File: config.mk
export PLATFORM = sky130hd
export DESIGN_NAME = burst_requester
export DESIGN_NICKNAME = d
export VERILOG_FILES = /design/src/rtl/burst_requester_pkg.sv /design/src/rtl/burst_requester_cmd_fifo.sv /design/src/rtl/burst_requester.sv
export SDC_FILE = /design/constraint.sdc
export NUM_CORES = 1
export LEC_CHECK = 0
export CAP_MARGIN = 0
export CORE_MARGIN = 1.5
export CORE_UTILIZATION = 45
export DETAILED_ROUTE_END_ITERATION = 10
export PLACE_DENSITY = 0.66
export SLEW_MARGIN = 0
export SYNTH_ARGS = -nofsm -noshare
export SYNTH_HDL_FRONTEND = slang
export SYNTH_SLANG_ARGS = --single-unit
File: constraint.sdc
create_clock -name clock -period 7.2 [get_ports clock]
set_input_delay 1.44 -clock clock [delete_from_list [all_inputs] [get_ports clock]]
set_output_delay 1.44 -clock clock [all_outputs]
set_load 0.02 [all_outputs]
File: src/rtl/burst_requester_pkg.sv
// Shared FSM state encoding and default parameters for burst_requester.
// Optional grant-wait timeout is enabled by defining REQ_TIMEOUT_EN.
package burst_requester_pkg;

    typedef enum logic [1:0] {
        IDLE    = 2'd0,
        REQ     = 2'd1,
        XFER    = 2'd2,
        RELEASE = 2'd3
    } state_e;

    localparam int DEF_FIFO_DEPTH     = 4;
    localparam int DEF_LEN_W          = 4;
    localparam int DEF_TIMEOUT_CYCLES = 16;

endpackage

File: src/rtl/burst_requester_cmd_fifo.sv
// Synchronous command FIFO with registered occupancy and full/empty flags.
// Head entry is presented on dout whenever the FIFO is non-empty.
module cmd_fifo #(
    parameter int DEPTH = 4,
    parameter int W     = 4,
    localparam int AW   = $clog2(DEPTH),
    localparam int CW   = AW + 1
) (
    input  logic          clock,
    input  logic          reset,
    input  logic          push,
    input  logic [W-1:0]  din,
    input  logic          pop,
    output logic [W-1:0]  dout,
    output logic          full,
    output logic          empty,
    output logic [CW-1:0] count
);

    logic [W-1:0]  mem_q [DEPTH];
    logic [W-1:0]  mem_d [DEPTH];
    logic [AW-1:0] wr_ptr_q, wr_ptr_d;
    logic [AW-1:0] rd_ptr_q, rd_ptr_d;
    logic [CW-1:0] count_q, count_d;
    logic          full_q, full_d;
    logic          empty_q, empty_d;
    logic          push_ok, pop_ok;

    always_comb begin
        push_ok  = push & ~full_q;
        pop_ok   = pop & ~empty_q;
        mem_d    = mem_q;
        wr_ptr_d = wr_ptr_q;
        rd_ptr_d = rd_ptr_q;
        if (push_ok) begin
            mem_d[wr_ptr_q] = din;
            wr_ptr_d        = wr_ptr_q + 1'b1;
        end
        if (pop_ok) begin
            rd_ptr_d = rd_ptr_q + 1'b1;
        end
        // Pointers wrap naturally because DEPTH is a power of two.
        count_d = count_q + CW'(push_ok) - CW'(pop_ok);
        full_d  = (count_d == CW'(DEPTH));
        empty_d = (count_d == '0);
    end

    always_ff @(posedge clock) begin
        if (reset) begin
            wr_ptr_q <= '0;
            rd_ptr_q <= '0;
            count_q  <= '0;
            full_q   <= 1'b0;
            empty_q  <= 1'b1;
        end else begin
            wr_ptr_q <= wr_ptr_d;
            rd_ptr_q <= rd_ptr_d;
            count_q  <= count_d;
            full_q   <= full_d;
            empty_q  <= empty_d;
        end
    end

    always_ff @(posedge clock) begin
        mem_q <= mem_d;
    end

    assign dout  = mem_q[rd_ptr_q];
    assign full  = full_q;
    assign empty = empty_q;
    assign count = count_q;

endmodule

File: src/rtl/burst_requester.sv
// Queues burst commands and requests the arbiter once per burst, strobing one beat per cycle.
// Define REQ_TIMEOUT_EN to abandon grant waits after TIMEOUT_CYCLES and re-request later.
module burst_requester
    import burst_requester_pkg::*;
#(
    parameter int FIFO_DEPTH     = DEF_FIFO_DEPTH,
    parameter int LEN_W          = DEF_LEN_W,
    parameter int TIMEOUT_CYCLES = DEF_TIMEOUT_CYCLES
) (
    input  logic                          clock,
    input  logic                          reset,
    input  logic                          cmd_valid,
    input  logic [LEN_W-1:0]              cmd_len,
    output logic                          cmd_ready,
    output logic                          req,
    input  logic                          gnt,
    output logic                          beat,
    output logic                          done,
    output logic                          timeout,
    output logic [$clog2(FIFO_DEPTH):0]   fifo_count
);

    if (FIFO_DEPTH < 2 || FIFO_DEPTH > 16 || (FIFO_DEPTH & (FIFO_DEPTH - 1)) != 0) begin : g_bad_depth
        $error("FIFO_DEPTH must be a power of two in 2..16");
    end
    if (TIMEOUT_CYCLES < 1) begin : g_bad_timeout
        $error("TIMEOUT_CYCLES must be at least 1");
    end

    logic             fifo_full, fifo_empty, fifo_pop, cmd_push;
    logic [LEN_W-1:0] fifo_head;

    state_e           state_q, state_d;
    logic [LEN_W-1:0] cnt_q, cnt_d;
    logic             req_q, req_d;
    logic             beat_q, beat_d;
    logic             done_q, done_d;

    // Command handshake: a command transfers on a rising edge where cmd_valid and
    // cmd_ready are both 1; cmd_ready depends only on FIFO fullness, never on cmd_valid.
    assign cmd_ready = ~fifo_full;
    assign cmd_push  = cmd_valid & ~fifo_full;

    cmd_fifo #(
        .DEPTH (FIFO_DEPTH),
        .W     (LEN_W)
    ) u_cmd_fifo (
        .clock (clock),
        .reset (reset),
        .push  (cmd_push),
        .din   (cmd_len),
        .pop   (fifo_pop),
        .dout  (fifo_head),
        .full  (fifo_full),
        .empty (fifo_empty),
        .count (fifo_count)
    );

`ifdef REQ_TIMEOUT_EN
    localparam int TW = $clog2(TIMEOUT_CYCLES + 1);
    logic [TW-1:0] wait_q, wait_d;
    logic          timeout_q, timeout_d;
`endif

    always_comb begin
        state_d  = state_q;
        cnt_d    = cnt_q;
        fifo_pop = 1'b0;
`ifdef REQ_TIMEOUT_EN
        wait_d    = '0;
        timeout_d = 1'b0;
`endif
        case (state_q)
            IDLE: begin
                if (!fifo_empty) begin
                    state_d = REQ;
                    cnt_d   = fifo_head;
                end
            end
            REQ: begin
                if (gnt) begin
                    state_d = XFER;
`ifdef REQ_TIMEOUT_EN
                end else if (wait_q == TW'(TIMEOUT_CYCLES - 1)) begin
                    // Head stays queued, so the next IDLE reloads the same command.
                    state_d   = RELEASE;
                    timeout_d = 1'b1;
                end else begin
                    wait_d = wait_q + 1'b1;
`endif
                end
            end
            XFER: begin
                if (cnt_q == '0) begin
                    fifo_pop = 1'b1;
                    state_d  = RELEASE;
                end else begin
                    cnt_d = cnt_q - 1'b1;
                end
            end
            RELEASE: begin
                if (!gnt) begin
                    state_d = IDLE;
                end
            end
            default: state_d = IDLE;
        endcase
        // Outputs are computed from the next state so the registered copies line up with it.
        req_d  = (state_d == REQ) || (state_d == XFER);
        beat_d = (state_d == XFER);
        done_d = (state_d == XFER) && (cnt_d == '0);
    end

    always_ff @(posedge clock) begin
        if (reset) begin
            state_q <= IDLE;
            cnt_q   <= '0;
            req_q   <= 1'b0;
            beat_q  <= 1'b0;
            done_q  <= 1'b0;
`ifdef REQ_TIMEOUT_EN
            wait_q    <= '0;
            timeout_q <= 1'b0;
`endif
        end else begin
            state_q <= state_d;
            cnt_q   <= cnt_d;
            req_q   <= req_d;
            beat_q  <= beat_d;
            done_q  <= done_d;
`ifdef REQ_TIMEOUT_EN
            wait_q    <= wait_d;
            timeout_q <= timeout_d;
`endif
        end
    end

    assign req  = req_q;
    assign beat = beat_q;
    assign done = done_q;
`ifdef REQ_TIMEOUT_EN
    assign timeout = timeout_q;
`else
    assign timeout = 1'b0;
`endif

endmodule

Yosys cells after proc, flatten, opt, wreduce, memory -nomap -nowiden
Cells that the tools add are included.
{"block": "word_totals", "ff_bits": 34, "in_bits": 8, "output_inout_bits": 8, "word_cells": 58}
{"block": "classes", "add_sub_neg": 5, "order_cmp": 3, "n_eq_ne": 6, "mux": 16, "n_bitwise": 7, "reduce_logical": 7}
{"operator": "4-bit 2-to-1 mux", "n": 5}
{"operator": "16-bit bitwise mux", "n": 1}
{"operator": "4-bit binary-select mux with 2-bit select", "n": 1}
{"operator": "4-bit demux with 2-bit select", "n": 1}
{"operator": "4-bit zero test", "n": 2}
{"operator": "2-bit 2-to-1 mux", "n": 4}
{"operator": "2-bit case mux with 4 select lines", "n": 1}
{"operator": "4-bit case mux with 2 select lines", "n": 1}
{"operator": "2-bit == test (second input constant)", "n": 3}
{"operator": "3-bit >= comparator (second input constant)", "n": 2}
{"operator": "2-bit inverter with 3-bit output", "n": 2}
{"operator": "2-bit by 1-bit adder with 2-bit output (second input constant)", "n": 2}
{"operator": "2-bit by 1-bit == test with 1-bit output (second input constant)", "n": 2}
{"operator": "4-bit by 1-bit subtractor with 4-bit output (second input constant)", "n": 1}
{"operator": "3-bit by 1-bit adder with 3-bit output", "n": 1}
{"operator": "1-bit AND", "n": 3}
{"operator": "3-bit == test (second input constant)", "n": 1}
{"operator": "3-bit zero test", "n": 1}
{"operator": "3-bit by 1-bit < comparator with 1-bit output (second input constant)", "n": 1}
{"operator": "3-bit by 1-bit subtractor with 3-bit output", "n": 1}
{"operator": "1-bit logical AND", "n": 2}
{"operator": "2-bit zero test", "n": 1}
{"operator": "1-bit 2-to-1 mux", "n": 2}
{"operator": "1-bit inverter", "n": 2}
{"operator": "1-bit logical OR", "n": 1}

Logic depth before layout (Yosys ltp)
Gate-level depths: netlist (run 1).
{"block": "logic_depth", "ltp_word": 8, "mapped_depth": 11}

By module
A second synthesis (run 1) with hierarchy kept.
{"block": "unflattened", "cells_unflattened": 133, "hier_area_um2": 1582.8}
{"mod": "cmd_fifo", "instances": 1, "cells_each": 67, "area_each_um2": 1036.0, "seq_area_each_um2": 660.6}
{"mod": "burst_requester", "instances": 1, "cells_each": 66, "area_each_um2": 546.8, "seq_area_each_um2": 180.2}

Worst setup path after synthesis (run 1)
Ideal clock, no wire load.
{"block": "synth_timing", "kind": "input to register", "startpoint": "input cmd_valid", "endpoint": "register u_cmd_fifo.full_q, in the netlist u_cmd_fifo.full", "arrival_ns": 2.666, "required_time_ns": 7.122, "setup_slack_ns": 4.456, "path_stages": 7, "path_buffers": 1, "path_cell_list": "nor2b_1 clkbuf_1 ha_1 fa_1 xnor2_1 nand2_1 nor3_1"}
{"block": "synth_via", "elab_chain_len": 5}
{"element": "from (decl)", "line": "burst_requester.sv:12", "rtl": "input logic cmd_valid,"}
{"element": "1-bit AND", "line": "burst_requester.sv:42", "rtl": "assign cmd_push = cmd_valid & ~fifo_full;"}
{"element": "1-bit AND", "line": "burst_requester_cmd_fifo.sv:30", "rtl": "push_ok = push & ~full_q;"}
{"element": "named net u_cmd_fifo.push_ok", "line": "burst_requester_cmd_fifo.sv:27", "rtl": "logic push_ok, pop_ok;"}
{"element": "3-bit by 1-bit adder with 3-bit output", "line": "burst_requester_cmd_fifo.sv:43", "rtl": "count_d = count_q + CW'(push_ok) - CW'(pop_ok);"}
{"element": "3-bit by 1-bit subtractor with 3-bit output", "line": "burst_requester_cmd_fifo.sv:43"}
{"element": "3-bit == test", "line": "burst_requester_cmd_fifo.sv:44", "rtl": "full_d = (count_d == CW'(DEPTH));"}
{"element": "to (signal assigned)", "line": "burst_requester_cmd_fifo.sv:59", "rtl": "full_q <= full_d;"}
{"element": "to (decl)", "line": "burst_requester_cmd_fifo.sv:25", "rtl": "logic full_q, full_d;"}
The timed path passes the listed nets, and every way through them passes these cells.
A chain may end at the register's enable or synchronous reset.

Final worst setup path (run 1)
{"block": "layout_timing", "startpoint": "input cmd_valid", "endpoint": "register u_cmd_fifo.empty_q, in the netlist u_cmd_fifo.empty"}
{"block": "layout_via", "elab_chain_len": 5}
{"element": "1-bit AND", "line": "burst_requester.sv:42"}
{"element": "1-bit AND", "line": "burst_requester_cmd_fifo.sv:30"}
{"element": "3-bit by 1-bit adder with 3-bit output", "line": "burst_requester_cmd_fifo.sv:43"}
{"element": "3-bit by 1-bit subtractor with 3-bit output", "line": "burst_requester_cmd_fifo.sv:43"}
{"element": "named net u_cmd_fifo.count_d[1]", "line": "burst_requester_cmd_fifo.sv:24", "rtl": "logic [CW-1:0] count_q, count_d;"}
{"element": "3-bit zero test", "line": "burst_requester_cmd_fifo.sv:45", "rtl": "empty_d = (count_d == '0);"}
{"element": "to (signal assigned)", "line": "burst_requester_cmd_fifo.sv:60", "rtl": "empty_q <= empty_d;"}
{"element": "to (decl)", "line": "burst_requester_cmd_fifo.sv:26", "rtl": "logic empty_q, empty_d;"}
The timed path passes the listed nets, and every way through them passes these cells.

==> results of run 1 <==
==> cells in the mapped netlist (2+ instances only) <==
library cell	n	area [um2]
dfxtp_1	18	360
a31oi_1	3	18.8
nand3_1	2	10.0
buf_2	2	10.0
o21ai_0	5	25.0
edfxtp_1	16	480
nor3_1	3	15.0
nand4_1	2	12.5
mux4_2	4	90.1
nor2_1	7	26.3
xnor2_1	4	35.0
ha_1	8	100
and2_1	5	31.3
inv_1	11	41.3
clkbuf_1	2	7.51
a21oi_1	3	15.0
nor2b_1	6	37.5
nand2_1	8	30.0
==> through the flow <==
step                      setup slack, ns  utilization  std cells  instance area (um2)  hold WS, ns
after floorplan                      4.46            -        132                 1560        0.538
after global placement               3.97        0.516        186                 1720        0.569
after detailed placement             3.86        0.516        186                 1720        0.587
after CTS                            4.22        0.541        194                 1810        0.606
after global routing                 4.12        0.541        194                 1810        0.643
final                                4.22        0.541        194                 1810        0.602
==> area by class of cell <==
type                    instances  area (um2)  share of cell area
flip-flops and latches         34         841               0.466
repair buffers                 14         140              0.0776
clock buffers                   5        37.5              0.0208
multi-input cells              81         643               0.356
inverters                      11        41.3              0.0229
clock inverters                 3        45.0              0.0249
well taps                      46        57.6              0.0319
==> state kept, by name, summed over array words and instances (netlist names) <==
register,cells
u_cmd_fifo.mem_q,16
cnt_q,4
u_cmd_fifo.count,3
state_q,2
u_cmd_fifo.rd_ptr_q,2
u_cmd_fifo.wr_ptr_q,2
beat,1
done,1
req,1
u_cmd_fifo.empty,1
u_cmd_fifo.full,1
==> worst max-delay path, stage by stage <==
cell	delay (ns)
clkdlybuf4s50_1	0.44
nor2b_1	0.40
ha_1	0.24
fa_1	0.45
o31ai_1	0.25
==> kinds of logic after synthesis <==
logic type               Yosys count
AO/OA/AOI/OAI                     14
XOR/XNOR                           5
adder cells (fa/ha/maj)            9
buffers and inverters             17
flip-flops                        34
multiplexers                       6
other                              1
AND/OR/NAND/NOR                   46
==> per-layer routing <==
layer,share of wire,global-route usage,vias to the layer above
met4,0.014,0.0821,0
met1,0.48,0.220,466
li1,-,-,491
met2,0.49,0.254,9
met5,0,0,-
met3,0.019,0.0435,4
==> how the worst max path moves through the flow <==
stage | depth (start not counted) | slack, ns | to | startpoint
final | 5 | 4.22 | u_cmd_fifo.empty | cmd_valid
after global routing | 5 | 4.12 | u_cmd_fifo.empty | cmd_valid
after CTS | 5 | 4.22 | u_cmd_fifo.empty | cmd_valid
after detailed placement | 5 | 3.86 | u_cmd_fifo.empty | cmd_valid
after global placement | 5 | 3.97 | u_cmd_fifo.empty | cmd_valid
after floorplan | 7 | 4.46 | u_cmd_fifo.full | cmd_valid
==> power breakdown <==
part           internal (mW)  total [mW]  switching, mW
clock network         0.0728       0.141         0.0681
registers              0.244       0.281         0.0369
logic                  0.105       0.219          0.114
total                  0.422       0.641          0.219
==> cell usage in the layout, fill, tap and decap left out, drive strengths merged, types with 2 or more instances in the layout <==
cell / n
nor4b: 2
clkbuf: 5
xnor2: 4
nor2b: 6
nand2: 8
mux4: 4
o21ai: 6
clkdlybuf4s50: 14
and2: 5
edfxtp: 16
inv: 11
clkinvlp: 2
dfxtp: 18
nand3: 3
nor2: 7
ha: 8
or3b: 2
nand4: 2
a21oi: 3
nor3: 4
a31oi: 3
==> flow_metrics.py, run 1 <==
metrics = {
    "outcome": {
        "outcome": "complete, no violations",
    },
    "pwr": {
        "peakVddDrop_mv": 0.215,
        "powerDensity_nw_per_um2": 355,
        "power.total_mw": 0.641,
        "total_leakage_power_nw": 0.663,
    },
    "sta": {
        "slew_violations": 0,
        "hold_viol": 0,
        "layout_min_cycle_time_ns": 2.98,
        "max_slew_margin": 0.642,
        "setup_viol": 0,
        "clock.fmax_mhz": 336,
        "totalNegativeSetupSlack_ns": 0,
        "rsz0062_at_grt": "no",
        "timing.final.crit_share": 0.413,
        "worstMarginPinSlew_ns": 0.536,
        "fin_skew_ns": 0.0103,
    },
    "placement": {
        "port_buffers": 14,
        "place.gp.congestion": 0.811,
        "hpwl_um": 1890,
    },
    "setup_path": {
        "r2r.worst_path.cells": 9,
        "cp_data_arrival_time_ns": 3.23,
        "critPathMaxFanout": 8,
        "start_kind": "input pin",
        "critical_path.endpoint_type": "flip-flop",
        "worst-setup-path-type": "in -> reg",
        "rrSetupSlack_ns": 4.64,
        "r2r-end": "u_cmd_fifo.empty",
        "regToRegStartpoint": "cnt_q[0]",
        "worstPathRequired_ns": 7.45,
    },
    "route": {
        "drc_errors": 0,
        "wl_per_cell_um": 13.0,
        "drtPass1Iterations": 4,
        "drt_first_iter_violations": 90,
        "ant_nets": 0,
        "drt-total-wl_um": 2520,
        "dr_total_vias": 970,
        "viasPerCell": 5.00,
    },
    "global_route": {
        "grt_pass1_wl_um": 4430,
        "grt_start_max_net_pins": 15,
        "overflow": 0,
        "track_usage": 0.166,
        "antenna_found_initial": 0,
        "grt_pass1_vias": 960,
    },
    "run": {
        "cap_violations": 0,
    },
    "cts": {
        "cts_hold_buf": 0,
        "path_clk_slew_ns": 0.11,
        "htreeDepth": 2,
        "clock-sinks": 34,
        "postCtsSetupBuffers": 0,
        "cts_buffers": 5,
        "cts_resized": 0,
        "cts_buffer_depth": 2,
        "cts_tree": "yes",
        "ctsRootBufferMaster": "clkbuf_4",
        "clk_latency_ns": 0.33,
    },
    "min_path": {
        "whs_endpoint": "u_cmd_fifo.wr_ptr_q[0]",
        "hp-start": "u_cmd_fifo.wr_ptr_q[0]",
        "hold_path.class": "reg -> reg",
        "whs_path_depth": 2,
    },
    "synthesis": {
        "synth.area.mux_share": 0.0713,
        "synth_compound_area_frac": 0.0505,
        "synthCells": 132,
        "ys_ff_latch": 34,
        "synth.distinct_cells": 41,
        "syn_area_um2": 1560,
        "ys.flop_type": "dfxtp_1",
        "synth_warnings": 0,
        "synth_fa_ha_area_frac": 0.0769,
        "async_reset_ff_frac": 0,
        "synth_xor_area_frac": 0.0280,
        "seq_area_frac_synth": 0.538,
        "synth-edff-count": 16,
        "syn_nets": 149,
        "yosys.area_share.simple": 0.183,
        "synth_top_family_by_area": "simple AND/OR/NAND/NOR gates",
        "syn_area_per_cell_um2": 11.8,
    },
    "finish": {
        "drive_gt1_frac": 0.122,
        "nets": 164,
        "antennaDiodeCount": 0,
        "area_delta_synth_final_pct": 15.6,
        "fillers": 308,
    },
    "floorplanning": {
        "core_um2": 3340,
        "die_area_um2": 3830,
        "start_util": 0.468,
        "die_w_um": 61.9,
        "die_h_um": 61.9,
        "pin_count": 16,
        "row_count": 21,
    },
}
Power figures use the tool's default switching activity.
==> run 2, diff against run 1 <==
--- a/config.mk
+++ b/config.mk
@@ -9,7 +9,7 @@
 export CORE_MARGIN = 1.5
 export CORE_UTILIZATION = 45
 export DETAILED_ROUTE_END_ITERATION = 10
-export PLACE_DENSITY = 0.66
+export PLACE_DENSITY = 0.68
 export SLEW_MARGIN = 0
 export SYNTH_ARGS = -nofsm -noshare
 export SYNTH_HDL_FRONTEND = slang
==> constraint.sdc (replaced) <==
create_clock -name clock -period 2.6 [get_ports clock]
set_input_delay 0.52 -clock clock [delete_from_list [all_inputs] [get_ports clock]]
set_output_delay 0.52 -clock clock [all_outputs]
set_load 0.02 [all_outputs]
==> run 2 against run 1 <==
Against the previous run: first-iteration DRC count down 62%; global-route usage up 0.59 points; count of clock-buffer cells in the layout up 2; die area unchanged; cell count up 1.5%; critical path depth up 4; combinational power rose to 3.3 times the previous value; clock power up 87%; power rose to 2.7 times the previous value; largest power group unchanged.
==> flow_metrics.py, run 2 (synthesis results as in run 1) <==
metrics = {
    "cts": {
        "clock-sinks": 34,
        "cts_hold_buf": 0,
        "cts_tree": "yes",
        "path_clk_slew_ns": 0.10,
        "cts_buffer_depth": 2,
        "cts_buffers": 5,
        "ctsRootBufferMaster": "clkbuf_4",
        "clk_latency_ns": 0.33,
        "htreeDepth": 2,
    },
    "setup_path": {
        "critical_path.endpoint_type": "flip-flop",
        "worstPathRequired_ns": 2.85,
        "critPathSlowestCell": "fa_2",
        "critPathMaxFanout": 5,
        "cp_data_arrival_time_ns": 2.69,
        "cpPeakStageDelay_ns": 0.47,
        "worst-setup-path-type": "reg -> reg",
        "start_kind": "flip-flop",
        "path_delay_family": "adder cells",
        "crit_buf_inv": 2,
        "path_cells": "inv_1 > ha_2 > or3b_4 > nor3_4 > ha_1 > inv_1 > ha_1 > fa_2 > o31ai_2",
    },
    "route": {
        "drc_errors": 0,
        "viasPerCell": 5.24,
        "drt-total-wl_um": 2770,
        "wl_per_cell_um": 14.0,
        "ant_nets": 0,
        "drt_first_iter_violations": 34,
        "dr_total_vias": 1033,
        "drtPass1Iterations": 4,
    },
    "global_route": {
        "antenna_found_initial": 0,
        "overflow": 0,
        "grt_start_max_net_pins": 14,
        "grt_pass1_vias": 1030,
        "grt_pass1_wl_um": 4510,
        "track_usage": 0.172,
    },
    "sta": {
        "totalNegativeSetupSlack_ns": 0,
        "layout_min_cycle_time_ns": 2.44,
        "slew_violations": 0,
        "hold_viol": 0,
        "fin_skew_ns": 0.0129,
        "timing.final.crit_share": 0.940,
        "setup_viol": 0,
        "holdWs_ns": 0.590,
        "clock.fmax_mhz": 409,
        "fin_ws_ns": 0.156,
    },
    "floorplanning": {
        "start_util": 0.468,
        "die_w_um": 61.9,
        "die_area_um2": 3830,
        "row_count": 21,
        "core_um2": 3340,
        "pin_count": 16,
        "die_h_um": 61.9,
    },
    "finish": {
        "largest_register_ff_count": 16,
        "final_common_cell": "dfxtp_1",
        "fillers": 294,
        "antennaDiodeCount": 0,
        "largest_register": "u_cmd_fifo.mem_q",
        "area_delta_synth_final_pct": 17.1,
        "stdcell_count": 197,
        "nets": 168,
        "final_cell_mix": "dfxtp_1, edfxtp_1, clkdlybuf4s50_1",
        "finalInstanceArea_um2": 1830,
        "drive_gt1_frac": 0.166,
    },
    "pwr": {
        "powerDensity_nw_per_um2": 958,
        "peakVddDrop_mv": 0.461,
        "total_leakage_power_nw": 0.682,
    },
    "min_path": {
        "hold_path.class": "reg -> reg",
    },
    "outcome": {
        "outcome": "complete, no violations",
    },
    "placement": {
        "place.gp.congestion": 0.846,
        "port_buffers": 14,
        "placed_area_um2": 1750,
        "place_inst": 189,
        "hpwl_um": 2040,
        "place_ws_ns": 0.0833,
    },
    "run": {
        "cap_violations": 0,
    },
}
## run 2: worst paths after layout
path             from                to  slack, ns  cells past startpoint
max          cnt_q[1]  u_cmd_fifo.empty       0.16                      9
min          cnt_q[0]          cnt_q[0]       0.59                      2
max reg2reg  cnt_q[1]  u_cmd_fifo.empty       0.16                      9
min reg2reg  cnt_q[0]          cnt_q[0]       0.59                      2
## run 2: layer usage
metal / vias up / wire [um] / global-route usage
met1: 510 / 1110 / 0.194
met5: - / 0 / 0
met3: 9 / 86 / 0.0580
li1: 499 / - / -
met2: 15 / 1510 / 0.289
met4: 0 / 66 / 0.0912
## run 2: worst reg2reg max path, cell delays in order (launching register included)
cell and delay, ns:
dfxtp_1 0.35, inv_1 0.07, ha_2 0.19, or3b_4 0.42
nor3_4 0.20, ha_1 0.25, inv_1 0.06, ha_1 0.16
fa_2 0.47, o31ai_2 0.19
## run 2: cell type report
cell class,count,area [um2],area share
sequential,34,842,0.461
multi-input combinational,81,672,0.368
timing repair buffer,18,170,0.0931
tap,46,57.6,0.0315
clock buffer,7,45.0,0.0246
inverter,11,41.3,0.0226
## run 2: per-stage QoR
| stage | utilization | power, mW |
|---|---|---|
| 2_1_floorplan | - | 1.23 |
| 3_3_place_gp | 0.523 | 1.39 |
| 3_5_place_dp | 0.523 | 1.42 |
| 4_1_cts | 0.537 | 1.69 |
| 5_1_grt | 0.548 | 1.89 |
| 6_report | 0.548 | 1.75 |
## run 2: power by group
| group | leakage (nW) | switching (mW) | total (mW) | internal [mW] |
|---|---|---|---|---|
| Sequential | 0.295 | 0.0856 | 0.763 | 0.677 |
| Combinational | 0.362 | 0.376 | 0.726 | 0.350 |
| Clock | 0.0254 | 0.161 | 0.263 | 0.102 |
| Total | 0.682 | 0.623 | 1.75 | 1.13 |
## run 2: repair_timing
action / 4_1_cts / 5_1_grt
setup buffers: 0 / 1
endpoints found under the setup margin: 0 / 4
resized for setup: 0 / 7
==> run 3, diff against run 2 <==
--- a/config.mk
+++ b/config.mk
@@ -9,7 +9,7 @@
 export CORE_MARGIN = 1.5
 export CORE_UTILIZATION = 45
 export DETAILED_ROUTE_END_ITERATION = 10
-export PLACE_DENSITY = 0.68
+export PLACE_DENSITY = 0.69
 export SLEW_MARGIN = 0
 export SYNTH_ARGS = -nofsm -noshare
 export SYNTH_HDL_FRONTEND = slang
==> run 3 against run 2 <==
Against the previous run: highest routed layer unchanged; count of clock-buffer cells in the layout decreased by 1; non-clock buffer count stayed put; sequential cell count stayed put; maximum frequency shrank 1.1%; combinational power about the same; critical path type unchanged; first-iteration DRC count increased by 94%; global-route usage is 0.90 points lower.
==> flow_metrics.py, run 3 (synthesis results as in run 1) <==
metrics = {
    "sta": {
        "hold_viol": 0,
        "fin_skew_ns": 0.0125,
        "rsz0062_at_grt": "no",
        "fin_ws_ns": 0.129,
        "layout_min_cycle_time_ns": 2.47,
        "timing.final.crit_share": 0.950,
        "slew_violations": 0,
        "clock.fmax_mhz": 405,
        "setup_viol": 0,
        "totalNegativeSetupSlack_ns": 0,
    },
    "global_route": {
        "antenna_found_initial": 0,
        "grt_pass1_vias": 953,
        "overflow": 0,
        "grt_start_max_net_pins": 14,
        "track_usage": 0.163,
        "grt_pass1_wl_um": 4340,
    },
    "setup_path": {
        "rrSetupSlack_ns": 0.13,
        "critPathSlowestCell": "fa_2",
        "crit_buf_inv": 2,
        "crit_path_end": "u_cmd_fifo.empty",
        "path_delay_family": "adder cells",
        "r2r-end": "u_cmd_fifo.empty",
        "crit_path_start": "cnt_q[1]",
        "critPathMaxFanout": 5,
        "start_kind": "flip-flop",
        "worst-setup-path-type": "reg -> reg",
        "cp_data_arrival_time_ns": 2.72,
        "regToRegStartpoint": "cnt_q[1]",
        "cp.depth": 9,
        "critical_path.endpoint_type": "flip-flop",
        "cpPeakStageDelay_ns": 0.47,
        "worstPathRequired_ns": 2.85,
        "path_cells": "inv_1 > ha_2 > or3b_4 > nor3_4 > ha_1 > inv_1 > ha_1 > fa_2 > o31ai_2",
        "r2r.worst_path.cells": 9,
    },
    "pwr": {
        "peakVddDrop_mv": 0.534,
        "total_leakage_power_nw": 0.686,
        "powerDensity_nw_per_um2": 959,
        "sequentialPowerShare": 0.434,
        "clockPowerShare": 0.154,
        "combPwrFrac": 0.411,
        "intPower_mw": 1.13,
        "power_switching_mw": 0.629,
        "switching_share": 0.358,
    },
    "placement": {
        "port_buffers": 14,
        "place_ws_ns": 0.0619,
        "place.gp.congestion": 0.840,
        "placed_area_um2": 1750,
        "place_inst": 189,
        "hpwl_um": 1890,
    },
    "finish": {
        "antennaDiodeCount": 0,
        "nets": 168,
        "stdcell_count": 198,
        "drive_gt1_frac": 0.171,
        "largest_register": "u_cmd_fifo.mem_q",
        "finalInstanceArea_um2": 1830,
        "area_delta_synth_final_pct": 17.4,
        "largest_register_ff_count": 16,
        "final_common_cell": "dfxtp_1",
        "final_cell_mix": "dfxtp_1, edfxtp_1, clkdlybuf4s50_1",
    },
    "floorplanning": {
        "pin_count": 16,
        "start_util": 0.468,
        "die_w_um": 61.9,
        "die_area_um2": 3830,
        "die_h_um": 61.9,
        "row_count": 21,
        "core_um2": 3340,
    },
    "cts": {
        "htreeDepth": 2,
        "cts_buffer_depth": 2,
        "cts_hold_buf": 0,
        "path_clk_slew_ns": 0.11,
        "cts_buffers": 5,
        "clk_latency_ns": 0.33,
        "cts_tree": "yes",
        "clock-sinks": 34,
        "ctsRootBufferMaster": "clkbuf_4",
    },
    "route": {
        "drtPass1Iterations": 4,
        "dr_total_vias": 984,
        "drc_errors": 0,
        "ant_nets": 0,
        "wl_per_cell_um": 13.0,
        "viasPerCell": 4.97,
        "drt_first_iter_violations": 66,
        "drt-total-wl_um": 2580,
    },
    "outcome": {
        "outcome": "complete, no violations",
    },
    "run": {
        "cap_violations": 0,
    },
    "min_path": {
        "hold_path.class": "reg -> reg",
    },
}
run 3: cell count changes in the layout (fill, tap and decap cells not counted):
cell,previous run,this run
clkbuf_1,2,1
clkinv_1,0,1
clkinv_2,0,1
run 3: metrics by stage:
| stage | hold WS, ns | total power, mW | utilization |
|---|---|---|---|
| 6_report | 0.606 | 1.76 | 0.549 |
| 5_1_grt | 0.628 | 1.89 | 0.549 |
| 4_1_cts | 0.617 | 1.70 | 0.538 |
| 3_5_place_dp | 0.603 | 1.42 | 0.523 |
| 3_3_place_gp | 0.564 | 1.39 | 0.523 |
| 2_1_floorplan | 0.538 | 1.23 | - |
run 3: power groups by stage:
stage / clock (mW) / combinational (mW) / sequential (mW)
2_1_floorplan: 0 / 0.443 / 0.785
3_3_place_gp: 0 / 0.629 / 0.763
3_5_place_dp: 0 / 0.646 / 0.770
4_1_cts: 0.285 / 0.652 / 0.759
5_1_grt: 0.307 / 0.806 / 0.779
6_report: 0.271 / 0.723 / 0.764
run 3: worst min-delay path by stage:
stage | start | endpoint | cells past startpoint | slack, ns
3_5_place_dp | cnt_q[0] | cnt_q[0] | 2 | 0.60
2_1_floorplan | u_cmd_fifo.wr_ptr_q[0] | u_cmd_fifo.wr_ptr_q[0] | 2 | 0.54
5_1_grt | cnt_q[0] | cnt_q[0] | 2 | 0.63
3_3_place_gp | u_cmd_fifo.wr_ptr_q[0] | u_cmd_fifo.wr_ptr_q[0] | 2 | 0.56
6_report | cnt_q[0] | cnt_q[0] | 2 | 0.61
4_1_cts | cnt_q[3] | cnt_q[3] | 2 | 0.62
run 3: area by class of cell:
type	count	area, um2
fillers	291	1500
clock inverters	2	8.76
well taps	46	57.6
multi-input cells	81	672
inverters	11	41.3
flip-flops and latches	34	842
clock buffers	6	41.3
repair buffers	18	170
run 3: what timing repair did:
item,4_1_cts,5_1_grt
resized for setup,0,7
hold endpoints to repair,0,0
endpoints found under the setup margin,0,3
buffers inserted,0,1
run 3: per-layer routing:
layer / GRT usage / share of wire / up-vias
met5: 0 / 0 / -
met4: 0.0821 / 0.019 / 0
met3: 0.0435 / 0.041 / 7
met2: 0.260 / 0.50 / 18
met1: 0.206 / 0.44 / 461
li1: - / - / 498
run 3: worst min-delay path: cells and delay by family, from the launching register on:
kind            cells  cell delay, ns
compound gates      2            0.22
flops               1            0.35
